### src/rtl/muldiv_pkg.sv
// muldiv_pkg: shared operation encodings and state type for the multiply/divide unit.
`default_nettype none

package muldiv_pkg;

  localparam logic [1:0] OP_MULTU = 2'b00;
  localparam logic [1:0] OP_MULT  = 2'b01;
  localparam logic [1:0] OP_DIVU  = 2'b10;
  localparam logic [1:0] OP_DIV   = 2'b11;

  typedef enum logic [1:0] {
    IDLE = 2'd0,
    RUN  = 2'd1,
    FIX  = 2'd2
  } state_t;

endpackage

`default_nettype wire

### src/rtl/muldiv_addsub.sv
// muldiv_addsub: (WIDTH+1)-bit adder/subtractor; cout is the carry, i.e. "no borrow" when subtracting.
`default_nettype none

module muldiv_addsub #(
  parameter int WIDTH = 32
) (
  input  logic [WIDTH:0] a,
  input  logic [WIDTH:0] b,
  input  logic           sub,
  output logic [WIDTH:0] y,
  output logic           cout
);

  logic [WIDTH+1:0] full;

  assign full = {1'b0, a} + {1'b0, b ^ {(WIDTH+1){sub}}} + {{(WIDTH+1){1'b0}}, sub};
  assign y    = full[WIDTH:0];
  assign cout = full[WIDTH+1];

endmodule

`default_nettype wire

### src/rtl/muldiv_unit.sv
// muldiv_unit: multi-cycle MULT/MULTU/DIV/DIVU with architectural HI/LO, MTHI/MTLO and flush.
`default_nettype none

module muldiv_unit
  import muldiv_pkg::*;
#(
  parameter int WIDTH = 32,
  parameter int CNT_W = $clog2(WIDTH + 1)
) (
  input  logic             clk,
  input  logic             rst,
  input  logic             start,
  input  logic [1:0]       op,
  input  logic [WIDTH-1:0] src_a,
  input  logic [WIDTH-1:0] src_b,
  input  logic             flush,
  input  logic             mthi,
  input  logic             mtlo,
  input  logic [WIDTH-1:0] wdata,
  output logic             busy,
  output logic             done,
  output logic             div_by_zero,
  output logic [WIDTH-1:0] hi,
  output logic [WIDTH-1:0] lo
);

  state_t               state, state_nxt;
  logic                 div_q;
  logic                 neg_q;
  logic                 neg_r;
  logic                 b_zero;
  logic [WIDTH-1:0]     opnd;
  logic [WIDTH-1:0]     a_raw;
  logic [2*WIDTH-1:0]   acc;
  logic [CNT_W-1:0]     cnt;

  logic                 sa, sb;
  logic [WIDTH-1:0]     mag_a, mag_b;
  logic [WIDTH:0]       as_a, as_b, as_y;
  logic                 as_sub, as_c;
  logic [2*WIDTH-1:0]   acc_iter;
  logic [2*WIDTH-1:0]   prod_fix;
  logic [WIDTH-1:0]     quo, rem;
  logic [WIDTH-1:0]     hi_fix, lo_fix;
  logic                 accept;

  assign accept = (state == IDLE) && start && !flush;
  assign busy   = (state != IDLE);

  assign sa    = op[0] && src_a[WIDTH-1];
  assign sb    = op[0] && src_b[WIDTH-1];
  assign mag_a = sa ? -src_a : src_a;
  assign mag_b = sb ? -src_b : src_b;

  // Multiply adds the multiplicand into the upper half; divide trial-subtracts
  // the divisor from the shifted remainder including the bit shifted out.
  always_comb begin
    as_a   = '0;
    as_b   = '0;
    as_sub = 1'b0;
    if (div_q) begin
      as_a   = acc[2*WIDTH-1:WIDTH-1];
      as_b   = {1'b0, opnd};
      as_sub = 1'b1;
    end else begin
      as_a   = {1'b0, acc[2*WIDTH-1:WIDTH]};
      as_b   = acc[0] ? {1'b0, opnd} : '0;
      as_sub = 1'b0;
    end
  end

  muldiv_addsub #(.WIDTH(WIDTH)) u_addsub (
    .a    (as_a),
    .b    (as_b),
    .sub  (as_sub),
    .y    (as_y),
    .cout (as_c)
  );

  always_comb begin
    acc_iter = acc;
    if (div_q) begin
      if (as_c)
        acc_iter = {as_y[WIDTH-1:0], acc[WIDTH-2:0], 1'b1};
      else
        acc_iter = {acc[2*WIDTH-2:WIDTH-1], acc[WIDTH-2:0], 1'b0};
    end else begin
      acc_iter = {as_y, acc[WIDTH-1:1]};
    end
  end

  assign prod_fix = neg_q ? -acc : acc;
  assign quo      = acc[WIDTH-1:0];
  assign rem      = acc[2*WIDTH-1:WIDTH];

  always_comb begin
    hi_fix = prod_fix[2*WIDTH-1:WIDTH];
    lo_fix = prod_fix[WIDTH-1:0];
    if (div_q) begin
      if (b_zero) begin
        hi_fix = a_raw;
        lo_fix = '1;
      end else begin
        hi_fix = neg_r ? -rem : rem;
        lo_fix = neg_q ? -quo : quo;
      end
    end
  end

  always_ff @(posedge clk or posedge rst) begin
    if (rst) state <= IDLE;
    else     state <= state_nxt;
  end

  always_comb begin
    state_nxt = state;
    case (state)
      IDLE:    if (accept) state_nxt = RUN;
      RUN: begin
        if (flush)                           state_nxt = IDLE;
        else if (cnt == CNT_W'(WIDTH - 1))   state_nxt = FIX;
      end
      FIX:     state_nxt = IDLE;
      default: state_nxt = IDLE;
    endcase
  end

  always_ff @(posedge clk or posedge rst) begin
    if (rst) begin
      div_q       <= 1'b0;
      neg_q       <= 1'b0;
      neg_r       <= 1'b0;
      b_zero      <= 1'b0;
      opnd        <= '0;
      a_raw       <= '0;
      acc         <= '0;
      cnt         <= '0;
      hi          <= '0;
      lo          <= '0;
      done        <= 1'b0;
      div_by_zero <= 1'b0;
    end else begin
      done        <= 1'b0;
      div_by_zero <= 1'b0;
      case (state)
        IDLE: begin
          if (accept) begin
            div_q  <= op[1];
            neg_q  <= sa ^ sb;
            neg_r  <= sa;
            b_zero <= (src_b == '0);
            a_raw  <= src_a;
            cnt    <= '0;
            if (op[1]) begin
              acc  <= {{WIDTH{1'b0}}, mag_a};
              opnd <= mag_b;
            end else begin
              acc  <= {{WIDTH{1'b0}}, mag_b};
              opnd <= mag_a;
            end
          end else if (!start) begin
            if (mthi) hi <= wdata;
            if (mtlo) lo <= wdata;
          end
        end
        RUN: begin
          if (!flush) begin
            acc <= acc_iter;
            cnt <= cnt + CNT_W'(1);
          end
        end
        FIX: begin
          if (!flush) begin
            hi          <= hi_fix;
            lo          <= lo_fix;
            done        <= 1'b1;
            div_by_zero <= div_q && b_zero;
          end
        end
        default: ;
      endcase
    end
  end

endmodule

`default_nettype wire

### config.mk
export PLATFORM = sky130hd
export DESIGN_NAME = muldiv_unit
export DESIGN_NICKNAME = d
export VERILOG_FILES = /design/src/rtl/muldiv_pkg.sv /design/src/rtl/muldiv_addsub.sv /design/src/rtl/muldiv_unit.sv
export SDC_FILE = /design/constraint.sdc
export NUM_CORES = 1
export LEC_CHECK = 0
export CAP_MARGIN = 20
export CORE_AREA = 4 4 234 167
export CTS_BUF_LIST = sky130_fd_sc_hd__clkbuf_8
export CTS_CLUSTER_DIAMETER = 60
export DETAILED_ROUTE_END_ITERATION = 6
export DIE_AREA = 0 0 238 171
export GPL_TIMING_DRIVEN = 0
export PLACE_DENSITY_LB_ADDON = 0.3
export SETUP_SLACK_MARGIN = 0.05
export SLEW_MARGIN = 10
export SYNTH_ARGS = -nofsm -noshare
export SYNTH_HDL_FRONTEND = slang
export SYNTH_SLANG_ARGS = --single-unit
### constraint.sdc
create_clock -name clk -period 8.1 [get_ports clk]
set_clock_uncertainty 0.1 [all_clocks]
set_input_delay 1.215 -clock clk [delete_from_list [all_inputs] [get_ports clk]]
set_output_delay 1.215 -clock clk [all_outputs]
set_load 0.01 [all_outputs]
=== Yosys cells after proc, flatten, opt, wreduce, memory -nomap -nowiden ===
Index checks and enable logic that the tools add are counted.

* Bits in latches: 0
* Memories: 0
* ROM bits: 0
* Logic and storage cells: 91
* Register bits after elaboration: 206
* Bits of input ports: 104
* Memory bits (writable): 0
* Output and inout bits: 67

* $lt $le $gt $ge: 0
* Shift-type cells: 0
* Multiply operators: 0
* Divide/modulo/power cells: 0
* Add/subtract/negate cells: 8
* Equality and inequality tests: 11
* Bitwise logic cells: 2
* Mux-type cells: 41
* Reductions and logical operators: 16

{| class="wikitable"
|+ Operator list
! kind !! count
|-
| 32-bit 2-to-1 mux || 20
|-
| 64-bit 2-to-1 mux || 5
|-
| 32-bit negator || 4
|-
| 32-bit case mux with 2 select lines || 2
|-
| 64-bit case mux with 2 select lines || 1
|-
| 64-bit negator || 1
|-
| 33-bit by 33-bit adder with 34-bit output || 1
|-
| 34-bit by 1-bit adder with 34-bit output || 1
|-
| 33-bit 2-to-1 mux || 1
|-
| 32-bit by 33-bit XOR with 33-bit output || 1
|-
| 32-bit zero test || 1
|-
| 2-bit inequality test (second input constant) || 7
|-
| 6-bit 2-to-1 mux || 2
|-
| 6-bit case mux with 2 select lines || 1
|-
| 5-bit AND reduction || 2
|-
| 6-bit by 1-bit adder with 6-bit output (second input constant) || 1
|-
| 6-bit by 5-bit == test with 1-bit output (second input constant) || 1
|-
| 2-bit 2-to-1 mux || 3
|-
| 2-bit nonzero test || 3
|-
| 1-bit logical AND || 5
|-
| 1-bit 2-to-1 mux || 5
|-
| 2-bit case mux with 2 select lines || 1
|-
| 2-bit AND reduction || 2
|-
| 3-bit inequality test (second input constant) || 1
|-
| other kinds (6) || 6
|}

=== Logic depth before layout (Yosys ltp) ===
Gate-level depths: netlist (run 1).

* Depth in word-level cells: 9
* Gate-level depth with buffers: 18
* Depth with buffers taken out: 13

=== Cells and area by module ===
From an unflattened synthesis (run 1), not the netlist that was laid out.

* Cell total of the unflattened synthesis: 2178
* Area, all modules: 17105.2 µm²

{| class="wikitable"
|+ Modules (own cells, without submodules)
! module !! instances !! sequential area each (µm²) !! cells an instance !! area each (µm²)
|-
| muldiv_unit || 1 || 5154.9 || 1873 || 14866.8
|-
| muldiv_addsub || 1 || 0.0 || 305 || 2238.4
|}

=== Worst setup path before layout (run 1) ===
No wires, ideal clock.

* Kind: register to register
* Start: register div_q
* End: register acc[59]
* Library setup time: 131 ps
* Path buffers: 4
* Required time: 7869 ps
* Cell stages (with the launch flop): 15
* Clock period less this slack: 4620 ps
* Arrival: 4389 ps
* Path slack: 3480 ps
* Path through: dfrtp_1 -> clkbuf_1 -> buf_1 -> buf_1 -> clkbuf_1 -> o21ai_0 -> fa_1 -> a21o_1 -> a221oi_1 -> or4_1 -> a211oi_1 -> o311a_1 -> or3_1 -> a32o_1 -> or3_1

* Cells in the longest elaborated chain, start to end: 8
* Elaborated cells on any way between the ends: 10
* Those cells by class: add/sub: 2; mux: 7; bitwise: 1

{| class="wikitable"
|+ Ends and longest elaborated chain
! element !! RTL line !! RTL
|-
| start: declaration || muldiv_unit.sv:28 || <nowiki>logic div_q;</nowiki>
|-
| start signal: assignment || muldiv_unit.sv:148 || <nowiki>div_q <= op[1];</nowiki>
|-
| 32-bit 2-to-1 mux / 1-bit 2-to-1 mux (equally long branches) || muldiv_unit.sv:61 || <nowiki>if (div_q) begin</nowiki>
|-
| 32-bit by 33-bit XOR with 33-bit output || muldiv_addsub.sv:16 || <nowiki>assign full = {1'b0, a} + {1'b0, b ^ {(WIDTH+1){sub}}} + {{(WIDTH+1){1'b0}}, sub};</nowiki>
|-
| 33-bit by 33-bit adder with 34-bit output || muldiv_addsub.sv:16 ||
|-
| 34-bit by 1-bit adder with 34-bit output || muldiv_addsub.sv:16 ||
|-
| 64-bit 2-to-1 mux || muldiv_unit.sv:83 || <nowiki>if (as_c)</nowiki>
|-
| 64-bit 2-to-1 mux * || muldiv_unit.sv:82 || <nowiki>if (div_q) begin</nowiki>
|-
| 64-bit 2-to-1 mux * || muldiv_unit.sv:167 || <nowiki>if (!flush) begin</nowiki>
|-
| 64-bit case mux with 2 select lines * || muldiv_unit.sv:145 || <nowiki>case (state)</nowiki>
|-
| end signal: assignment || muldiv_unit.sv:155 || <nowiki>acc <= {{WIDTH{1'b0}}, mag_a};</nowiki>
|-
| end signal: assignment || muldiv_unit.sv:158 || <nowiki>acc <= {{WIDTH{1'b0}}, mag_b};</nowiki>
|-
| end signal: assignment || muldiv_unit.sv:168 || <nowiki>acc <= acc_iter;</nowiki>
|-
| end: declaration || muldiv_unit.sv:34 || <nowiki>logic [2*WIDTH-1:0] acc;</nowiki>
|}

Mark *: on every way between the ends. The rest lies on a longest branch, timed or not. The select of a mux whose other input is x is not followed.
A chain may end at the register's enable or synchronous reset.

=== Worst setup path in the final report (run 1) ===
* Start: register div_q
* End: register acc[38]

Same word-level chain as after synthesis.

==> impl_metrics.tcl, run 1 <==
set metrics [dict create \
    fp.coreArea_sq_um 36800 \
    power.internal_uw 3020 \
    initial_core_util 0.446 \
    root_buffer "clkbuf_8" \
    crit_path_top_delay_cell "buf_1" \
    outcome "finished, violations left" \
    grt_overflow 0 \
    arrival_ns 7.44 \
    dieArea_sq_um 40700 \
    crit_type "flip-flop to flip-flop" \
    synthXorXnorAreaFrac 0.0774 \
    layout-drive-gt1-share 0.0516 \
    yosysSeqAreaShare 0.314 \
    h-tree-depth 2 \
    fin_crit_ns 7.08 \
    fp.dieH_um 171 \
    via_per_inst 6.55 \
    crit_fanout 10 \
    drv_cap 0 \
    power_uw 5950 \
    wl_per_cell_um 27.7 \
    grt_pass1_vias 17400 \
    p_per_area_nw_per_um2 305 \
    grt_max_degree 106 \
    clock_latency_ns 0.58 \
    grt_pass1_wl_um 115000 \
    combinationalPowerShare 0.562 \
    die_x_um 238 \
    avgSynthCellArea_sq_um 7.57 \
    synthAdderAreaFrac 0.0287 \
    syn-cell-area_sq_um 16400 \
    rsz0062_at_grt "no" \
    syn-instance-count 2169 \
    report.final.slew_viol_count 0 \
    synth_top_area_cell "dfrtp_1" \
    holdBufCountCts 0 \
    placed_cells 2828 \
    path_cells "clkbuf_1 > buf_1 > buf_1 > clkbuf_1 > o21ai_0 > ha_1 > a21oi_1 > o21ai_0 > o211ai_1 > or3b_2 > clkbuf_1 > and4_1 > o21ai_1 > clkbuf_1 > o21ai_0 > o21ai_0" \
    hold-worst-slack_ns 0.379 \
    area_growth_syn_to_layout_pct 18.8 \
    fillers 3596 \
    hold_viol_final 0 \
    cts_setup_buffers 0 \
    yosysMostFrequentCell "nand2_1" \
    ant_nets 0 \
    synth_nets 2310 \
    final-setup-viol-count 0 \
    ioPinCount 171 \
    cts_sinks 206 \
    routabilityCongestion 1.03 \
    synth_top_area_frac 0.314 \
    p_switching_uw 2930 \
    drt_iter0_drc 2885 \
    yosys.area_share.simple 0.230 \
    nets 2521 \
    clock_path_buffers 3 \
    p_sw_frac 0.493 \
    clock.fmax_mhz 141 \
    start_kind "flip-flop" \
    grt_antenna_before_repair 1 \
    numCtsBuffers 37 \
    drc 6 \
    peakVddDrop_mv 0.136 \
    yosys-top-cells-area "dfrtp_1 (31%), nand2_1 (8.2%), o21ai_0 (8.0%)" \
    ys_warn_count 0 \
    port_buffers 170 \
    synth_flop_cell "dfrtp_1" \
    clk_pin_slew_ns 0.06 \
    synth_cell_types 76 \
    ys_seq_elements 206 \
    min_path_type "flip-flop to flip-flop" \
    post_cts_resized 0 \
    post-route-period-util 0.873 \
    p_leak_uw 0.00783 \
    crit_path_end_kind "flip-flop" \
    slew_headroom 0.274 \
    synth-edff-count 0 \
    cp.required_ns 8.46 \
    grt_usage 0.379 \
    synth_compound_area_frac 0.254 \
    ys_async_sr_fraction 1.00 \
    violations "DRC" \
    pwr-share-seq 0.266 \
    fin_cells 2894 \
    rows 59 \
    tightest_slew_ns 1.09 \
    cts_tree "done" \
    pwr-share-clk 0.172 \
    slowest_delay_ns 0.88 \
    vias 18900 \
    synth_mux_area_frac 0.0481 \
    dr.pass1.iters 7 \
    drt-total-wl_um 80100 \
    dp_hpwl_um 63700 \
    dpl_cell_area_sq_um 18800 \
    synth_top_family_by_area "compound AO/OA/AOI/OAI gates" \
    fin_area_sq_um 19500 \
    ys_top_cells_by_count "nand2_1 (357), o21ai_0 (262), dfrtp_1 (206)" \
]
==> critical path: cells and delay by family (launching register included) <==
kind | cells | cell delay [ns]
and+or+nand+nor | 2 | 0.78
DFF | 1 | 0.53
AOI/OAI and AO/OA | 7 | 1.91
adders and majority gates | 1 | 0.28
buffers and inverters | 6 | 3.33
==> layout by cell type (no fill, tap or decap), drive strengths merged, types with 9 or more instances in the layout <==
| cell | count |
|---|---|
| clkdlybuf4s50 | 170 |
| dfrtp | 206 |
| nor4 | 30 |
| and2 | 9 |
| nand2b | 35 |
| a221oi | 10 |
| or4 | 23 |
| o221ai | 11 |
| mux2i | 35 |
| o31ai | 36 |
| nand3 | 43 |
| mux2 | 39 |
| or3 | 26 |
| o211ai | 12 |
| a31oi | 21 |
| xor2 | 47 |
| or2 | 13 |
| inv | 43 |
| ha | 36 |
| a21oi | 156 |
| nor2 | 168 |
| a21o | 18 |
| clkbuf | 205 |
| a211oi | 20 |
| o21ai | 264 |
| nor3 | 44 |
| xnor2 | 98 |
| and3 | 16 |
| nand2 | 357 |
| nand4 | 10 |
| o41ai | 17 |
| buf | 14 |
| o22ai | 58 |
==> routing by layer <==
metal | vias up | GRT usage | wire [um]
met2 | 1309 | 0.528 | 31700
met5 | - | 0 | 13
met3 | 175 | 0.142 | 11900
met4 | 2 | 0.112 | 2620
met1 | 9210 | 0.546 | 33900
li1 | 8252 | - | -
==> cell families (layout without fill, tap and decap cells) <==
kind of cell,Yosys count,in the layout
xor+xnor,145,145
compound gates,692,692
simple gates,812,812
fa+ha+maj,37,37
flops,206,206
buf+inv,203,439
other cells,0,1
mux,74,74
==> metrics by stage <==
step	setup TNS, ns	util	setup slack [ns]
after global routing	0	0.529	0.911
after CTS	0	0.529	1.43
after global placement	-344.52	0.508	-1.71
after detailed placement	0	0.509	1.47
after floorplan	0	-	1.16
final	0	0.530	1.02
==> power by group through the flow <==
stage | Sequential, uW | Combinational (uW) | Clock, uW
after floorplan | 1470 | 2110 | 0
after global placement | 1560 | 3170 | 0
after detailed placement | 1570 | 3210 | 0
after CTS | 1560 | 3220 | 1020
after global routing | 1600 | 3570 | 1070
final | 1580 | 3350 | 1030
==> area by class of cell <==
class | instances | area [sq um] | area share
clock inverter | 22 | 156 | 0.00802
antenna | 1 | 2.50 | 0.000128
inverter | 28 | 113 | 0.00577
tap | 488 | 611 | 0.0313
timing repair buffer | 172 | 1730 | 0.0889
clock buffer | 42 | 578 | 0.0296
sequential | 206 | 5150 | 0.264
buffer | 175 | 676 | 0.0346
multi-input combinational | 1760 | 10500 | 0.537
==> state kept, by name, indices dropped and copies added (netlist names) <==
signal	cells
a_raw	32
acc	64
b_zero	1
cnt	6
div_by_zero	1
div_q	1
done	1
hi	32
lo	32
neg_q	1
neg_r	1
opnd	32
state	2
==> final timing paths <==
path	from	to	slack (ns)	cells past startpoint
max	div_q	acc[38]	1.02	16
min	lo[29]	lo[29]	0.38	2
max reg2reg	div_q	acc[38]	1.02	16
min reg2reg	lo[29]	lo[29]	0.38	2
max in group asynchronous	rst	opnd[16]	5.77	3
min in group asynchronous	rst	hi[24]	1.06	2
Power figures use the tool's default switching activity.
==> run 2, diff against run 1 <==
CELL_PAD_IN_SITES_DETAIL_PLACEMENT = 1   (was not set)
CELL_PAD_IN_SITES_GLOBAL_PLACEMENT = 1   (was not set)
CORE_AREA = 4 4 236 169   (was 4 4 234 167)
DIE_AREA = 0 0 240 173   (was 0 0 238 171)
==> impl_metrics.tcl, run 2 (synthesis gave the netlist of run 1 again) <==
set metrics [dict create \
    min_path_type "flip-flop to flip-flop" \
    numCtsBuffers 38 \
    cts_tree "done" \
    die_x_um 240 \
    fp.coreArea_sq_um 37800 \
    hold_viol_final 0 \
    report.final.slew_viol_count 0 \
    p_sw_frac 0.504 \
    clock.fmax_mhz 139 \
    grt_usage 0.403 \
    grt_pass1_wl_um 126000 \
    rr_startpoint "div_q" \
    nets 2522 \
    path_cells "clkbuf_1 > buf_1 > buf_1 > clkbuf_1 > o21ai_0 > ha_1 > a21oi_1 > o21ai_0 > o211ai_1 > or3b_2 > clkbuf_1 > and4_1 > o21ai_1 > clkbuf_1 > o21ai_0 > o21ai_0" \
    slew_headroom 0.170 \
    p_per_area_nw_per_um2 309 \
    drt-total-wl_um 86100 \
    start_kind "flip-flop" \
    grt_antenna_before_repair 5 \
    fin_crit_ns 7.17 \
    highest_layer "met5" \
    layout_commonest_cell "nand2_1" \
    pwr-share-seq 0.265 \
    peakVddDrop_mv 0.188 \
    crit_path_top_delay_cell "buf_1" \
    clock_latency_ns 0.60 \
    drt_iter0_drc 2363 \
    wl_met3_um 10900 \
    placed_cells 2836 \
    rsz0062_at_grt "no" \
    cts_setup_buffers 0 \
    fin_util 0.515 \
    power_uw 6020 \
    h-tree-depth 2 \
    r2r_slack_ns 0.93 \
    fin_cells 2900 \
    dr.pass1.iters 6 \
    area_growth_syn_to_layout_pct 18.7 \
    ff2ff_path_depth 16 \
    vias 19200 \
    power.internal_uw 2990 \
    initial_core_util 0.434 \
    crit_path_end_kind "flip-flop" \
    slowest_delay_ns 0.92 \
    root_buffer "clkbuf_8" \
    wl_per_cell_um 29.7 \
    arrival_ns 7.58 \
    post-route-period-util 0.886 \
    largest_register "acc" \
    combinationalPowerShare 0.568 \
    drc 0 \
    crit_type "flip-flop to flip-flop" \
    dp_hpwl_um 68900 \
    crit_path_end "acc[38]" \
    fillers 4829 \
    outcome "completed" \
    grt_overflow 0 \
    ioPinCount 171 \
    crit_start "div_q" \
    tightest_slew_ns 1.23 \
    p_leak_uw 0.00781 \
    crit_fanout 10 \
    pwr-share-clk 0.167 \
    drv_cap 0 \
    mostFrequentLayoutCells "nand2_1 (357), o21ai_0 (262), dfrtp_1 (206)" \
    layout-drive-gt1-share 0.0508 \
    rows 60 \
    wl_met1_um 36900 \
    post_cts_resized 0 \
    holdBufCountCts 0 \
    dieArea_sq_um 41500 \
    p_switching_uw 3030 \
    cts_sinks 206 \
    largest_register_ffs 64 \
    routed-wl-met2_um 35400 \
    grt_max_degree 112 \
    clock_path_buffers 3 \
    via_per_inst 6.62 \
    cp.required_ns 8.51 \
    final-setup-viol-count 0 \
    routabilityCongestion 1.04 \
    port_buffers 170 \
    fp.dieH_um 173 \
    ant_nets 0 \
    clk_pin_slew_ns 0.07 \
    tns_ns 0 \
    grt_pass1_vias 19100 \
    r2r-end "acc[38]" \
]
[run 2: metal layers]
metal | vias to the layer above | global-route usage
li1 | 8238 | -
met1 | 9606 | 0.578
met2 | 1143 | 0.575
met3 | 187 | 0.138
met4 | 12 | 0.112
met5 | - | 0
[run 2: cell type report]
type                    instances  area (sq um)  share of cell area
multi-input cells            1760         10500               0.538
flip-flops and latches        206          5150               0.265
repair buffers                172          1740              0.0893
plain buffers                 175           676              0.0347
well taps                     496           621              0.0319
clock buffers                  41           564              0.0290
clock inverters                21           133             0.00681
inverters                      28           113             0.00578
diodes                          1          2.50            0.000128
[run 2: critical path, delay by kind of cell, from the launching register on]
kind / cells / cell delay [ns]
buffers and inverters: 6 / 3.42
DFF: 1 / 0.58
AOI/OAI and AO/OA: 7 / 1.80
adders and majority gates: 1 / 0.39
and+or+nand+nor: 2 / 0.78
[run 2: metrics by stage]
step / hold slack (ns) / setup slack, ns / instance area, sq um
final: 0.386 / 0.926 / 19500
after global routing: 0.415 / 0.806 / 19500
after CTS: 0.390 / 1.25 / 19500
after detailed placement: 0.374 / 1.26 / 18800
after global placement: 0.364 / -1.83 / 18700
after floorplan: 0.340 / 1.16 / 16400
[run 2: worst min-delay path by stage]
stage,start,cells past startpoint,to,slack (ns)
after floorplan,a_raw[17],2,a_raw[17],0.34
after global placement,hi[11],2,hi[11],0.36
after detailed placement,lo[0],2,lo[0],0.37
after CTS,lo[7],2,lo[7],0.39
after global routing,lo[3],2,lo[3],0.42
final,lo[7],2,lo[7],0.39
[run 2: power by group through the flow]
| stage | registers, uW | clock network (uW) | logic (uW) |
|---|---|---|---|
| after floorplan | 1470 | 0 | 2110 |
| after global placement | 1570 | 0 | 3200 |
| after detailed placement | 1580 | 0 | 3290 |
| after CTS | 1560 | 998 | 3310 |
| after global routing | 1610 | 1050 | 3660 |
| final | 1590 | 1010 | 3420 |
==> run 3, diff against run 2 <==
PLACE_DENSITY = 0.94   (was not set)
PLACE_DENSITY_LB_ADDON = not set   (was 0.3)
==> impl_metrics.tcl, run 3 (synthesis gave the netlist of run 1 again) <==
set metrics [dict create \
    cts_setup_buffers 0 \
    fp.coreArea_sq_um 37800 \
    p_per_area_nw_per_um2 316 \
    drt-total-wl_um 88700 \
    ioPinCount 171 \
    rows 60 \
    dp_hpwl_um 70500 \
    min_path_type "flip-flop to flip-flop" \
    ant_nets 0 \
    h-tree-depth 2 \
    worst_slack_ns 0.883 \
    grt_overflow 0 \
    cts_tree "done" \
    seq_area_sq_um 5150 \
    mostFrequentLayoutCells "nand2_1 (357), o21ai_0 (262), dfrtp_1 (206)" \
    diodes 0 \
    root_buffer "clkbuf_8" \
    grt_pass1_wl_um 129000 \
    rsz0062_at_grt "no" \
    power_uw 6200 \
    grt_antenna_before_repair 5 \
    cts_sinks 206 \
    combinationalPowerShare 0.562 \
    drv_cap 0 \
    hold_viol_final 0 \
    arrival_ns 7.61 \
    numCtsBuffers 40 \
    vias 19500 \
    post_cts_resized 0 \
    final-setup-viol-count 0 \
    start_kind "flip-flop" \
    fillers 4746 \
    dp_slack_ns 1.25 \
    pwr-share-seq 0.256 \
    die_x_um 240 \
    tightest_slew_ns 1.11 \
    power.internal_uw 3080 \
    peakVddDrop_mv 0.137 \
    routabilityCongestion 1.05 \
    drt_iter0_drc 2391 \
    crit_type "flip-flop to flip-flop" \
    port_buffers 170 \
    clk_pin_slew_ns 0.06 \
    p_sw_frac 0.502 \
    largest_register_ffs 64 \
    nets 2524 \
    crit_fanout 10 \
    fin_crit_ns 7.22 \
    layout_commonest_cell "nand2_1" \
    initial_core_util 0.434 \
    p_leak_uw 0.00785 \
    via_per_inst 6.72 \
    dieArea_sq_um 41500 \
    grt_usage 0.414 \
    cp.required_ns 8.49 \
    outcome "completed" \
    largest_register "acc" \
    grt_max_degree 108 \
    drc 0 \
    report.final.slew_viol_count 0 \
    clock_latency_ns 0.59 \
    clock_path_buffers 3 \
    slew_headroom 0.254 \
    clock.fmax_mhz 139 \
    wl_per_cell_um 30.5 \
    multi_input_area_sq_um 10500 \
    dr.pass1.iters 5 \
    crit_path_end_kind "flip-flop" \
    layout-drive-gt1-share 0.0556 \
    holdBufCountCts 0 \
    area_growth_syn_to_layout_pct 19.4 \
    p_switching_uw 3110 \
    post-route-period-util 0.891 \
    fp.dieH_um 173 \
    pwr-share-clk 0.182 \
    grt_pass1_vias 19500 \
]
run 3: critical path: stages (launching register included):
cell      delay (ns)
dfrtp_1         0.60
clkbuf_1        0.45
buf_1           0.78
buf_1           0.85
clkbuf_1        0.58
o21ai_0         0.17
ha_1            0.39
a21oi_1         0.22
o21ai_0         0.15
o211ai_1        0.34
or3b_2          0.49
clkbuf_1        0.20
and4_1          0.30
o21ai_1         0.53
clkbuf_1        0.52
o22ai_1         0.20
o21ai_0         0.21
run 3: layout make-up:
class,count,area share
multi-input cells,1760,0.535
clock inverters,16,0.00581
well taps,496,0.0317
flip-flops and latches,206,0.263
clock buffers,51,0.0358
inverters,28,0.00575
repair buffers,172,0.0885
plain buffers,175,0.0345
run 3: worst paths after layout:
kind / from / endpoint / slack, ns / cells after the start
max: div_q / acc[47] / 0.88 / 16
min: lo[21] / lo[21] / 0.39 / 2
max reg2reg: div_q / acc[47] / 0.88 / 16
min reg2reg: lo[21] / lo[21] / 0.39 / 2
max in group asynchronous: rst / lo[14] / 5.80 / 3
min in group asynchronous: rst / hi[28] / 1.03 / 2
run 3: metrics by stage:
| step | setup TNS [ns] | area, sq um | instances | util | hold slack, ns |
|---|---|---|---|---|---|
| floorplan | 0 | 16400 | 2169 | - | 0.340 |
| global placement | -354.02 | 18700 | 2835 | 0.495 | 0.369 |
| detailed placement | 0 | 18800 | 2836 | 0.496 | 0.377 |
| CTS | 0 | 19600 | 2903 | 0.518 | 0.389 |
| global route | 0 | 19600 | 2904 | 0.518 | 0.408 |
| finish | 0 | 19600 | 2904 | 0.518 | 0.388 |
run 3: power groups by stage:
stage                     clock network (uW)  registers, uW  logic, uW
after floorplan                            0           1470       2110
after global placement                     0           1560       3210
after detailed placement                   0           1580       3330
after CTS                               1120           1560       3350
after global routing                    1170           1600       3680
final                                   1130           1590       3480
run 3: layer usage:
metal	global-route usage	routed length (um)
met4	0.143	3600
met1	0.575	37200
met5	0.0186	189
met2	0.588	36200
met3	0.154	11500
